### src/rtl/booth_mult_sched.sv
// rtl/booth_mult_sched.sv - two-client round-robin scheduler around an iterative radix-4 Booth multiplier
//
// Shares one signed WIDTH x WIDTH radix-4 Booth engine between two requesters.
// The engine retires one Booth digit per cycle, so one product takes WIDTH/2 cycles.
//
// Ports:
//   clk, reset          rising-edge clock, synchronous active-high reset
//   req_valid[1:0]      per-client request valid (bit i = client i)
//   req_ready[1:0]      per-client accept, one-hot or zero, only in IDLE
//   req_x0/req_y0       client 0 multiplicand / multiplier (signed)
//   req_x1/req_y1       client 1 multiplicand / multiplier (signed)
//   out_valid/out_ready result handshake
//   out_o               signed 2*WIDTH-bit product
//   out_id              client that issued the result
//   busy                high while an operation is in flight or its result is unconsumed
module booth_mult_sched #(
    parameter int WIDTH = 16
) (
    input  logic                 clk,
    input  logic                 reset,
    input  logic [1:0]           req_valid,
    output logic [1:0]           req_ready,
    input  logic [WIDTH-1:0]     req_x0,
    input  logic [WIDTH-1:0]     req_y0,
    input  logic [WIDTH-1:0]     req_x1,
    input  logic [WIDTH-1:0]     req_y1,
    output logic                 out_valid,
    input  logic                 out_ready,
    output logic [2*WIDTH-1:0]   out_o,
    output logic                 out_id,
    output logic                 busy
);

    localparam int PW   = 2 * WIDTH;
    localparam int ITER = WIDTH / 2;
    localparam int CW   = $clog2(ITER) + 1;

    localparam logic [1:0] S_IDLE = 2'd0;
    localparam logic [1:0] S_BUSY = 2'd1;
    localparam logic [1:0] S_DONE = 2'd2;

    logic [1:0]       state;
    logic             last_grant;
    logic             id_q;
    logic [CW-1:0]    cnt;
    logic [PW-1:0]    acc;
    // Multiplicand pre-shifted by 2k so the partial product needs no variable shifter.
    logic [PW-1:0]    x_sh;
    // Multiplier with the implicit y[-1]=0 appended; shifted right by 2 per digit,
    // so the current Booth triplet is always the low three bits.
    logic [WIDTH:0]   y_sh;

    logic             grant;
    logic [WIDTH-1:0] sel_x;
    logic [WIDTH-1:0] sel_y;
    logic             accept;
    logic [PW-1:0]    pp;
    logic [PW-1:0]    acc_next;

    always_comb begin
        grant = 1'b0;
        if (req_valid == 2'b11)
            grant = ~last_grant;
        else if (req_valid[1])
            grant = 1'b1;

        req_ready = 2'b00;
        if (state == S_IDLE && req_valid[grant])
            req_ready[grant] = 1'b1;

        accept = |req_ready;
        sel_x  = grant ? req_x1 : req_x0;
        sel_y  = grant ? req_y1 : req_y0;
    end

    always_comb begin
        pp = '0;
        case (y_sh[2:0])
            3'b001, 3'b010: pp = x_sh;
            3'b011:         pp = x_sh << 1;
            3'b100:         pp = -(x_sh << 1);
            3'b101, 3'b110: pp = -x_sh;
            default:        pp = '0;
        endcase
        acc_next = acc + pp;
    end

    assign busy = (state != S_IDLE);

    always_ff @(posedge clk) begin
        if (reset) begin
            state      <= S_IDLE;
            last_grant <= 1'b1;
            id_q       <= 1'b0;
            cnt        <= '0;
            acc        <= '0;
            x_sh       <= '0;
            y_sh       <= '0;
            out_valid  <= 1'b0;
            out_o      <= '0;
            out_id     <= 1'b0;
        end else begin
            case (state)
                S_IDLE: begin
                    if (accept) begin
                        x_sh       <= {{WIDTH{sel_x[WIDTH-1]}}, sel_x};
                        y_sh       <= {sel_y, 1'b0};
                        id_q       <= grant;
                        last_grant <= grant;
                        acc        <= '0;
                        cnt        <= '0;
                        state      <= S_BUSY;
                    end
                end
                S_BUSY: begin
                    acc  <= acc_next;
                    x_sh <= x_sh << 2;
                    y_sh <= y_sh >> 2;
                    cnt  <= cnt + CW'(1);
                    if (cnt == CW'(ITER - 1)) begin
                        state     <= S_DONE;
                        out_valid <= 1'b1;
                        out_o     <= acc_next;
                        out_id    <= id_q;
                    end
                end
                S_DONE: begin
                    if (out_ready) begin
                        out_valid <= 1'b0;
                        state     <= S_IDLE;
                    end
                end
                default: state <= S_IDLE;
            endcase
        end
    end

endmodule

### config.mk
export PLATFORM = sky130hd
export DESIGN_NAME = booth_mult_sched
export DESIGN_NICKNAME = d
export VERILOG_FILES = /design/src/rtl/booth_mult_sched.sv
export SDC_FILE = /design/constraint.sdc
export NUM_CORES = 1
export LEC_CHECK = 0
export ABC_CLOCK_PERIOD_IN_PS = 5600
export CORE_ASPECT_RATIO = 1.2
export CORE_MARGIN = 2
export CORE_UTILIZATION = 40
export DETAILED_ROUTE_END_ITERATION = 10
export PLACE_DENSITY_LB_ADDON = 0.2
export SLEW_MARGIN = 20
export SYNTH_ARGS = -nofsm -noshare
export SYNTH_HDL_FRONTEND = slang
export SYNTH_SLANG_ARGS = --single-unit
### constraint.sdc
create_clock -name clk -period 5.6 [get_ports clk]
set_input_delay 1.4 -clock clk [delete_from_list [all_inputs] [get_ports clk]]
set_output_delay 1.4 -clock clk [all_outputs]
set_load 0.01 [all_outputs]
Yosys cells after proc, flatten, opt, wreduce, memory -nomap -nowiden
Index checks and enable logic that the tools add are counted.

RAM bits: 0. Output and inout bits: 37. Register bits: 123. ROM bits: 0. Input bits: 69. Word-level logic and storage cells: 69. Bits in latches: 0. Memories: 0.

Divide/modulo/power cells: 0. Eq/ne operators: 13. Shift operators: 0. Add/subtract/negate cells: 4. Reductions and logical operators: 14. Multiplexer cells: 25. Magnitude comparators: 2. $mul: 0. Bitwise operators: 1.

Operator list (number): $pmux 32 s2 (2); $pmux 32 s4 (1); $mux 32 (2); $neg 32->32 (2); $pmux 17 s2 (1); $add 32x32->32 (1); $mux 16 (2); $mux 17 (1); $eq 3x3->1 const B (3); $mux 2 (4); $pmux 4 s2 (1); $mux 1 (7); $eq 3x2->1 const B (2); $ne 2x2->1 const B (3); $pmux 2 s3 (1); $reduce_and 2->1 (3); $reduce_and 3->1 (2); $reduce_bool 2->1 (3); $reduce_or 2->1 (3); $add 4x1->4 const B (1); $eq 2x2->1 const B (2); $eq 4x3->1 const B (1); $mux 4 (1); $eq 3x1->1 const B (1); other kinds (8) (9).

Logic depth before layout (Yosys ltp)
Gate-level depths: netlist of run 1.

Depth after elaboration: 10. Mapped depth: 21. Mapped depth without buffers: 21.

Worst setup path before layout of run 1
OpenSTA, ideal clock, no wires.

Kind: reg-to-reg. From: register x_sh[0]. To: register out_o[30]. Clock period less this slack: 4.698 ns. Path buffers: 0. Required time: 5.530 ns. Stages on the path, launching flop included: 21. Setup slack: 0.902 ns. Data arrival time: 4.628 ns. Library setup time: 0.070 ns. Cell sequence: dfxtp_1 inv_1 ha_1 or3b_2 or3_1 or2_2 or3_1 nand2_1 xnor2_1 a221oi_1 nor2_1 ha_1 and4_1 nor4b_1 a211oi_1 o221a_2 o31ai_1 o31a_1 xor2_1 nand2_1 a21oi_1.

Cells in the longest elaborated chain, start to end: 3. Elaborated cells between the ends (all ways): 4. Those cells by class: add/sub (3); mux (1).

Ends and longest elaborated chain: start: declaration (RTL line 48) `logic [PW-1:0] x_sh;`; start signal: assignment (RTL line 106) `x_sh <= {{WIDTH{sel_x[WIDTH-1]}}, sel_x};`; start signal: assignment (RTL line 117) `x_sh <= x_sh << 2;`; $neg 32->32 (on tied branches) (RTL line 82, 81); $pmux 32 s4 * (RTL line 78) `case (y_sh[2:0])`; $add 32x32->32 * (RTL line 85) `acc_next = acc + pp;`; end signal: assignment (RTL line 123) `out_o <= acc_next;`; end: declaration (RTL line 29) `output logic [2*WIDTH-1:0] out_o,`.

Every way passes the cells marked *; elsewhere a longest branch is shown, timed or not. A chain may end at the register's enable or synchronous reset.

Worst setup path after layout of run 1
From: register x_sh[0]. To: register out_o[21].

Same word-level chain as after synthesis.

==> Implementation_results.wiki, run 1 <==
{| class="wikitable"
! Metric !! Value
|-
| Fraction of the mapped netlist area in simple logic gates || approximately a quarter
|-
| # diodes || 0
|-
| Via count || a little under 9000
|-
| Required @ worst endpoint || roughly 5900 ps
|-
| CTS tree || done
|-
| Fin area || between 10000 and 15000 µm²
|-
| Cell area after technology mapping || between 8000 and 9000 µm²
|-
| Area share of fa/ha/maj cells after synthesis || 5.04%
|-
| Status || complete, no violations
|-
| Worst-Skew Late Latency || 430 ps
|-
| Via-per-instance ratio || 5.82
|-
| Count of mapped cells out of synthesis || 1195
|-
| Total congestion overflow || 0
|-
| Mux cell area share after synthesis || 0.758%
|-
| Ratio of final minimum period to clock period || just over 90%
|-
| Height of the die || around 160 µm
|-
| RSZ-0062 raised after global routing || no
|-
| Final hold viol count || 0
|-
| Antenna violations before repair || 0
|-
| Slowest library cell on the worst path || sky130_fd_sc_hd__or3b_2
|-
| Hold Path Depth || 2
|-
| Achievable clock frequency || 0.192 GHz
|-
| Setup bufs post-CTS || 0
|-
| Final number of setup-violating endpoints || 0
|-
| Number of flip-flops and latches in the synthesized netlist || 123
|-
| Number of resized instances in the post-cts repair step || 0
|-
| Net count reported at finish || 1333
|-
| Design internal power || between 1500 and 2000 µW
|-
| Antenna Violating Nets Remaining || 0
|-
| Total routing resource utilization after global routing || about 23%
|-
| Drt pass-1 iters || 6
|-
| Synth Area per Inst || between 7 and 8 µm²
|-
| TritonCTS buffer count || 17
|-
| Deepest clock path buffer count || 2
|-
| Internal reg-to-reg setup slack || about 380 ps
|-
| Max Clock Skew || 8.00 ps
|-
| Power per unit of standard cell area || about 280 nW/µm²
|-
| Startpoint kind of the worst setup timing path || flop
|-
| Kind of end point of the critical path || flop
|-
| Maxcap violations || 0
|-
| Dominant synthesized flop cell || sky130_fd_sc_hd__dfxtp_1
|-
| Final Max Tran Viols || 0
|-
| DRC errors left || 0
|-
| Fraction of registers with async set or reset after synthesis || 0%
|-
| Yosys warning total || 0
|-
| Critical path type || reg -> reg
|-
| Endpoint of the worst register-to-register path || out_o[21]$_SDFFE_PP0P_
|-
| Syn Nets || approximately 1300
|-
| Leakage Power || slightly below 0.004 µW
|-
| Fin Setup TNS || 0 ps
|-
| Most common cell after layout, fill and taps aside || sky130_fd_sc_hd__nand2_1
|-
| Initial core utilization || 40.8%
|-
| Part of the power in registers || a little over a third
|-
| Timing endpoint of the critical path || out_o[21]$_SDFFE_PP0P_
|-
| Worst setup path start || x_sh[0]$_SDFFE_PP0P_
|-
| Slew at the pin with the worst max-slew slack || about 1100 ps
|-
| Iteration-0 DRC Markers || roughly 620
|-
| Startpoint of the worst-slack reg-to-reg timing path || x_sh[0]$_SDFFE_PP0P_
|-
| H-Tree Level Count || 4
|-
| Area post-placement || slightly below 10000 µm²
|-
| Largest net degree at the start of global routing || around 100
|-
| Switching power of the nets || just under 1000 µW
|-
| Class of the most critical hold timing path || reg -> reg
|-
| Post-route minimum period || about 5200 ps
|-
| Count of cell types in the netlist || 71
|-
| Core box area || about 21000 µm²
|-
| Combinational share of power || 26.4%
|-
| Average wire length per cell after detail routing || around 17 µm
|-
| Post-synthesis share of cell area spent on xor and xnor gates || under 10%
|-
| Critical Path Fanout Max || 6
|-
| Max_slew headroom || 29.2%
|-
| Clock sinks || 123
|-
| Cts-stage hold buffer count || 0
|-
| Peak supply drop || 0.000183 V
|-
| Vias in the first global route || ~8100
|-
| Fillers || 2145
|-
| Wire length of the first global-routing pass || a little over 40000 µm
|-
| Main combinational cell family by area after synthesis || compound AO/OA/AOI/OAI gates
|-
| Most used cells in the layout excluding fill and tap cells || sky130_fd_sc_hd__nand2_1, sky130_fd_sc_hd__a21oi_1, sky130_fd_sc_hd__dfxtp_1
|-
| Width of the die || around 140 µm
|-
| Cell chosen for the clock root || sky130_fd_sc_hd__clkbuf_16
|-
| Proportion of layout cells with a drive suffix above 1 || ~7.0%
|-
| Cell row count || between 50 and 60
|-
| Worst Path Arrival || around 5600 ps
|-
| List of cells traversed by the critical path || inv_1, ha_1, or3b_2, or3_1, or2_2, nor4_1, nand2b_1, xnor2_1, a221oi_1, a31oi_1, ha_1, a211oi_1, o21ai_0, a221oi_2, inv_1, o21ai_0, nand2b_1, or4_1, a31oi_1
|-
| Share of total power in the clock network || 38.8%
|-
| Path depth of the worst reg2reg path || 19
|-
| Portion of the post-synthesis area used by sequential elements || between 20 and 30%
|-
| Proportion of total power due to net switching || roughly 35%
|-
| Area fraction in compound gates after synthesis || a little over a quarter
|-
| Layout overhead on the synthesized area || 20.2%
|-
| Ports || 106
|-
| Wire length reported by the detailed router || between 20000 and 30000 µm
|-
| Sum of net half-perimeters after detailed placement || between 15000 and 20000 µm
|-
| Number of synthesized flops with an enable pin || 0
|-
| Clock-pin slew on the worst setup and hold paths || 60 ps
|-
| Die area || ~23000 µm²
|-
| Routability congestion estimate || 0.927
|-
| Number of port buffers || around 110
|-
| Maximum single-stage delay on the critical path || around 510 ps
|}
==> worst min path at each step <==
stage,start,endpoint,slack [ps]
global placement,id_q$_SDFFE_PP0P_,out_id$_SDFFE_PP0P_,440
global route,out_o[20]$_SDFFE_PP0P_,out_o[20]$_SDFFE_PP0P_,470
floorplan,id_q$_SDFFE_PP0P_,out_id$_SDFFE_PP0P_,430
detailed placement,out_o[30]$_SDFFE_PP0P_,out_o[30]$_SDFFE_PP0P_,450
finish,out_o[20]$_SDFFE_PP0P_,out_o[20]$_SDFFE_PP0P_,460
CTS,out_o[30]$_SDFFE_PP0P_,out_o[30]$_SDFFE_PP0P_,460
==> power by group through the flow <==
stage	registers, µW	clock network (µW)	logic (µW)
6_report	996	1110	756
5_1_grt	1000	1160	839
4_1_cts	994	1130	753
3_5_place_dp	1010	0	748
3_3_place_gp	1010	0	744
2_1_floorplan	964	0	583
==> cell type report <==
class                   instances  area [µm²]  share of cell area (%)
multi-input cells             949        5690                    55.1
flip-flops and latches        123        2460                    23.9
repair buffers                124        1190                    11.5
clock buffers                  19         453                    4.39
well taps                     270         338                    3.27
clock inverters                13         131                    1.27
inverters                      15        56.3                   0.546
==> cell families after synthesis <==
family | after synthesis
flip-flops | 123
AND/OR/NAND/NOR | 481
AO/OA/AOI/OAI | 357
multiplexers | 6
adder cells (fa/ha/maj) | 34
XOR/XNOR | 71
buffers and inverters | 123
==> critical path, delay by kind of cell, from the launching register on <==
kind / cells / cell delay [ps]
AOI/OAI and AO/OA: 7 / 1570
DFF: 1 / 350
xor gates and xnor gates: 1 / 80
adders and majority gates: 2 / 580
buffers and inverters: 2 / 210
and+or+nand+nor: 7 / 2350
==> Yosys cell counts, types with 3 or more instances <==
library cell | number | area (µm²)
sky130_fd_sc_hd__nand2_1 | 211 | 792
sky130_fd_sc_hd__nand3b_1 | 8 | 60.1
sky130_fd_sc_hd__dfxtp_1 | 123 | 2460
sky130_fd_sc_hd__nand4_1 | 7 | 43.8
sky130_fd_sc_hd__nand3_1 | 51 | 255
sky130_fd_sc_hd__a31o_2 | 4 | 35.0
sky130_fd_sc_hd__or3_1 | 10 | 62.6
sky130_fd_sc_hd__a31oi_1 | 39 | 244
sky130_fd_sc_hd__nor2b_1 | 6 | 37.5
sky130_fd_sc_hd__o22ai_1 | 3 | 18.8
sky130_fd_sc_hd__nand2b_1 | 14 | 87.6
sky130_fd_sc_hd__xnor2_1 | 47 | 412
sky130_fd_sc_hd__buf_2 | 3 | 15.0
sky130_fd_sc_hd__o21a_1 | 8 | 60.1
sky130_fd_sc_hd__and2_1 | 6 | 37.5
sky130_fd_sc_hd__nand4b_1 | 4 | 35.0
sky130_fd_sc_hd__o21ai_0 | 43 | 215
sky130_fd_sc_hd__o311ai_0 | 4 | 35.0
sky130_fd_sc_hd__a211oi_1 | 7 | 52.6
sky130_fd_sc_hd__a21o_1 | 20 | 150
sky130_fd_sc_hd__and3_1 | 4 | 25.0
sky130_fd_sc_hd__ha_1 | 33 | 413
sky130_fd_sc_hd__nor2_1 | 106 | 398
sky130_fd_sc_hd__a22oi_1 | 16 | 120
sky130_fd_sc_hd__inv_1 | 14 | 52.6
sky130_fd_sc_hd__or2_2 | 7 | 43.8
sky130_fd_sc_hd__buf_1 | 10 | 37.5
sky130_fd_sc_hd__a221oi_1 | 49 | 429
sky130_fd_sc_hd__a21oi_1 | 131 | 656
sky130_fd_sc_hd__o21bai_1 | 4 | 30.0
sky130_fd_sc_hd__or4_1 | 7 | 52.6
sky130_fd_sc_hd__nor3_1 | 20 | 100
sky130_fd_sc_hd__a211o_1 | 5 | 43.8
sky130_fd_sc_hd__clkbuf_1 | 94 | 353
sky130_fd_sc_hd__nor4_1 | 6 | 37.5
sky130_fd_sc_hd__mux2_2 | 4 | 45.0
sky130_fd_sc_hd__xor2_1 | 24 | 210
==> per-stage QoR <==
step | util [%] | hold slack [ps] | total power, µW | setup slack (ps) | std cells
detailed placement | 46.2 | 447 | 1760 | 320 | 1481
CTS | 49.0 | 456 | 2880 | 286 | 1513
global placement | 46.2 | 442 | 1760 | 476 | 1481
floorplan | - | 432 | 1550 | 902 | 1195
global route | 49.0 | 471 | 3000 | 47.6 | 1513
finish | 49.0 | 455 | 2860 | 381 | 1513
==> routing by layer <==
layer | track usage [%] | vias to the layer above | part of all wire [%]
li1 | - | 4361 | -
met1 | 28.7 | 4144 | 44
met2 | 38.9 | 264 | 49
met3 | 3.59 | 42 | 4.1
met4 | 8.21 | 0 | 2.8
met5 | 0 | - | 0
==> flip-flops by register name, indices dropped and copies added, names as in the netlist <==
signal and count:
out_o 32, state 2, x_sh 32, out_id 1, acc 32, id_q 1
last_grant 1, cnt 4, out_valid 1, y_sh 17
No activity file was read; power rests on OpenSTA's default activity.
==> run 2, diff against run 1 <==
--- a/config.mk
+++ b/config.mk
@@ -8,7 +8,7 @@
 export ABC_CLOCK_PERIOD_IN_PS = 5600
 export CORE_ASPECT_RATIO = 1.2
 export CORE_MARGIN = 2
-export CORE_UTILIZATION = 40
+export CORE_UTILIZATION = 45
 export DETAILED_ROUTE_END_ITERATION = 10
 export PLACE_DENSITY_LB_ADDON = 0.2
 export SLEW_MARGIN = 20
==> Implementation_results.wiki, run 2 (same netlist as run 1, synthesis figures left out) <==
{| class="wikitable"
! Metric !! Value
|-
| Total routing resource utilization after global routing || 25.6%
|-
| Vias in the first global route || roughly 8500
|-
| RSZ-0062 raised after global routing || no
|-
| Cell row count || 55
|-
| Width of the die || approximately 130 µm
|-
| Largest net degree at the start of global routing || between 90 and 100
|-
| Kind of end point of the critical path || flop
|-
| Fin Setup TNS || 0 ps
|-
| Maximum single-stage delay on the critical path || approximately 520 ps
|-
| Via-per-instance ratio || approximately 5.8
|-
| Routability congestion estimate || 0.929
|-
| Core box area || around 19000 µm²
|-
| TritonCTS buffer count || 17
|-
| Timing endpoint of the critical path || acc[30]$_SDFFE_PP0P_
|-
| Leakage Power || between 0.003 and 0.004 µW
|-
| Total congestion overflow || 0
|-
| Initial core utilization || approximately 46%
|-
| Layout overhead on the synthesized area || 20.4%
|-
| Average wire length per cell after detail routing || between 15 and 20 µm
|-
| Critical Path Fanout Max || 7
|-
| DRC errors left || 0
|-
| Maxcap violations || 0
|-
| Hold Path Depth || 2
|-
| Class of the most critical hold timing path || reg -> reg
|-
| Required @ worst endpoint || 5950 ps
|-
| Endpoint of the worst register-to-register path || acc[30]$_SDFFE_PP0P_
|-
| Sum of internal, switching and leakage power || just under 3000 µW
|-
| Post-layout utilization of the core || about 55%
|-
| Sum of net half-perimeters after detailed placement || 17100 µm
|-
| Fin area || 10300 µm²
|-
| Most used cells in the layout excluding fill and tap cells || sky130_fd_sc_hd__nand2_1, sky130_fd_sc_hd__a21oi_1, sky130_fd_sc_hd__dfxtp_1
|-
| Iteration-0 DRC Markers || roughly 550
|-
| Clock-pin slew on the worst setup and hold paths || 60 ps
|-
| Most common cell after layout, fill and taps aside || sky130_fd_sc_hd__nand2_1
|-
| Top Registers || acc x32, out_o x32, x_sh x32
|-
| Net count reported at finish || about 1300
|-
| Antenna Violating Nets Remaining || 0
|-
| Final Max Tran Viols || 0
|-
| Critical path type || reg -> reg
|-
| Deepest clock path buffer count || 2
|-
| Slew at the pin with the worst max-slew slack || 1010 ps
|-
| Wire length reported by the detailed router || ~25000 µm
|-
| Post-route minimum period || just over 5000 ps
|-
| Worst-Skew Late Latency || 430 ps
|-
| Die area || slightly above 20000 µm²
|-
| Final number of setup-violating endpoints || 0
|-
| Power per unit of standard cell area || between 200 and 300 nW/µm²
|-
| # diodes || 0
|-
| Max_slew headroom || about 33%
|-
| Worst Path Arrival || 5480 ps
|-
| Height of the die || roughly 160 µm
|-
| Non-Filler Instances || 1500
|-
| Placed cell count || 1468
|-
| Achievable clock frequency || roughly 0.19 GHz
|-
| Ports || 106
|-
| List of cells traversed by the critical path || inv_1, ha_1, or3b_2, or3_1, or2_2, or3_1, nand2_1, xnor2_1, a221oi_1, nor2_1, ha_1, and4_1, nor4b_1, a211oi_1, o221a_2, o31ai_2, o31a_1, xor2_1, nand2_1, a21oi_1
|-
| Buffering stage count on the worst path with inverters included || 1
|-
| Internal reg-to-reg setup slack || 470 ps
|-
| Cell chosen for the clock root || sky130_fd_sc_hd__clkbuf_16
|-
| Status || complete, no violations
|-
| Ratio of final minimum period to clock period || between 90% and 100%
|-
| Number of port buffers || approximately 110
|-
| Area post-placement || approximately 10000 µm²
|-
| Path depth of the worst reg2reg path || 20
|-
| Count of cell instances traversed by the critical path || 20
|-
| Gate family responsible for the most delay along the worst path || simple AND/OR/NAND/NOR gates
|-
| Via count || between 8000 and 9000
|-
| Slowest library cell on the worst path || sky130_fd_sc_hd__or3b_2
|-
| Peak supply drop || around 0.00024 V
|-
| Antenna violations before repair || 0
|-
| Hold path startpoint || out_o[27]$_SDFFE_PP0P_
|-
| Max Clock Skew || about 12 ps
|-
| Startpoint of the worst-slack reg-to-reg timing path || x_sh[0]$_SDFFE_PP0P_
|-
| Startpoint kind of the worst setup timing path || flop
|-
| Proportion of layout cells with a drive suffix above 1 || ~7.2%
|-
| Fillers || approximately 1800
|-
| Drt pass-1 iters || 7
|-
| H-Tree Level Count || 4
|-
| Wire length of the first global-routing pass || 41400 µm
|-
| CTS tree || done
|-
| Worst setup path start || x_sh[0]$_SDFFE_PP0P_
|-
| Final hold viol count || 0
|-
| Clock sinks || around 120
|}
run 2: cell types whose count changed in the layout (fill, tap and decap cells not counted), sizes merged:
cell / before / now
buf: 20 / 21
clkbuf: 19 / 17
inv: 21 / 23
clkinv: 4 / 3
bufinv: 1 / 2
run 2: metal layers:
layer	GRT usage, %	up-vias	wire length (µm)
met4	13.8	0	1150
met3	4.09	55	1130
met2	43.4	243	12200
met5	0	-	0
li1	-	4356	-
met1	30.9	4101	10700
run 2: repair_timing:
item | CTS | global route
buffers inserted | 0 | 0
gates resized for setup | 0 | 3
hold buffers | 0 | 0
endpoints found under the setup margin | 0 | 12
run 2: worst min-delay path by stage:
stage,end,slack (ps)
floorplan,out_id$_SDFFE_PP0P_,430
global placement,out_o[27]$_SDFFE_PP0P_,440
detailed placement,out_o[19]$_SDFFE_PP0P_,450
CTS,out_o[19]$_SDFFE_PP0P_,460
global route,out_o[3]$_SDFFE_PP0P_,480
finish,out_o[27]$_SDFFE_PP0P_,450
run 2: worst reg2reg max path, delay by kind of cell, from the launching register on:
| family | cells | cell delay (ps) |
|---|---|---|
| AND/OR/NAND/NOR | 9 | 2370 |
| flip-flops | 1 | 350 |
| adder cells (fa/ha/maj) | 2 | 580 |
| XOR/XNOR | 2 | 270 |
| buffers and inverters | 1 | 90 |
| AO/OA/AOI/OAI | 6 | 1400 |
run 2: cell type report:
class,instances,area [µm²],area share [%]
clock buffer,17,425,4.12
clock inverter,15,179,1.73
inverter,15,56.3,0.545
multi-input combinational,949,5690,55.1
sequential,123,2460,23.8
tap,256,320,3.10
timing repair buffer,125,1200,11.6
run 2: stage by stage:
stage / worst slack (ps) / hold WS [ps]
finish: 469 / 450
detailed placement: 355 / 447
global route: 63.8 / 477
floorplan: 902 / 432
CTS: 332 / 455
global placement: 450 / 443
run 2: report_power, final:
| group | switching, µW | internal [µW] | total [µW] |
|---|---|---|---|
| Combinational | 458 | 304 | 763 |
| Sequential | 68.1 | 924 | 992 |
| Clock | 466 | 673 | 1140 |
==> run 3, diff against run 2 <==
--- a/config.mk
+++ b/config.mk
@@ -9,6 +9,7 @@
 export CORE_ASPECT_RATIO = 1.2
 export CORE_MARGIN = 2
 export CORE_UTILIZATION = 45
+export CTS_CLUSTER_SIZE = 10
 export DETAILED_ROUTE_END_ITERATION = 10
 export PLACE_DENSITY_LB_ADDON = 0.2
 export SLEW_MARGIN = 20
==> results of run 3 <==
Same layout as run 2: the final DEF is identical, and so are final timing and power.
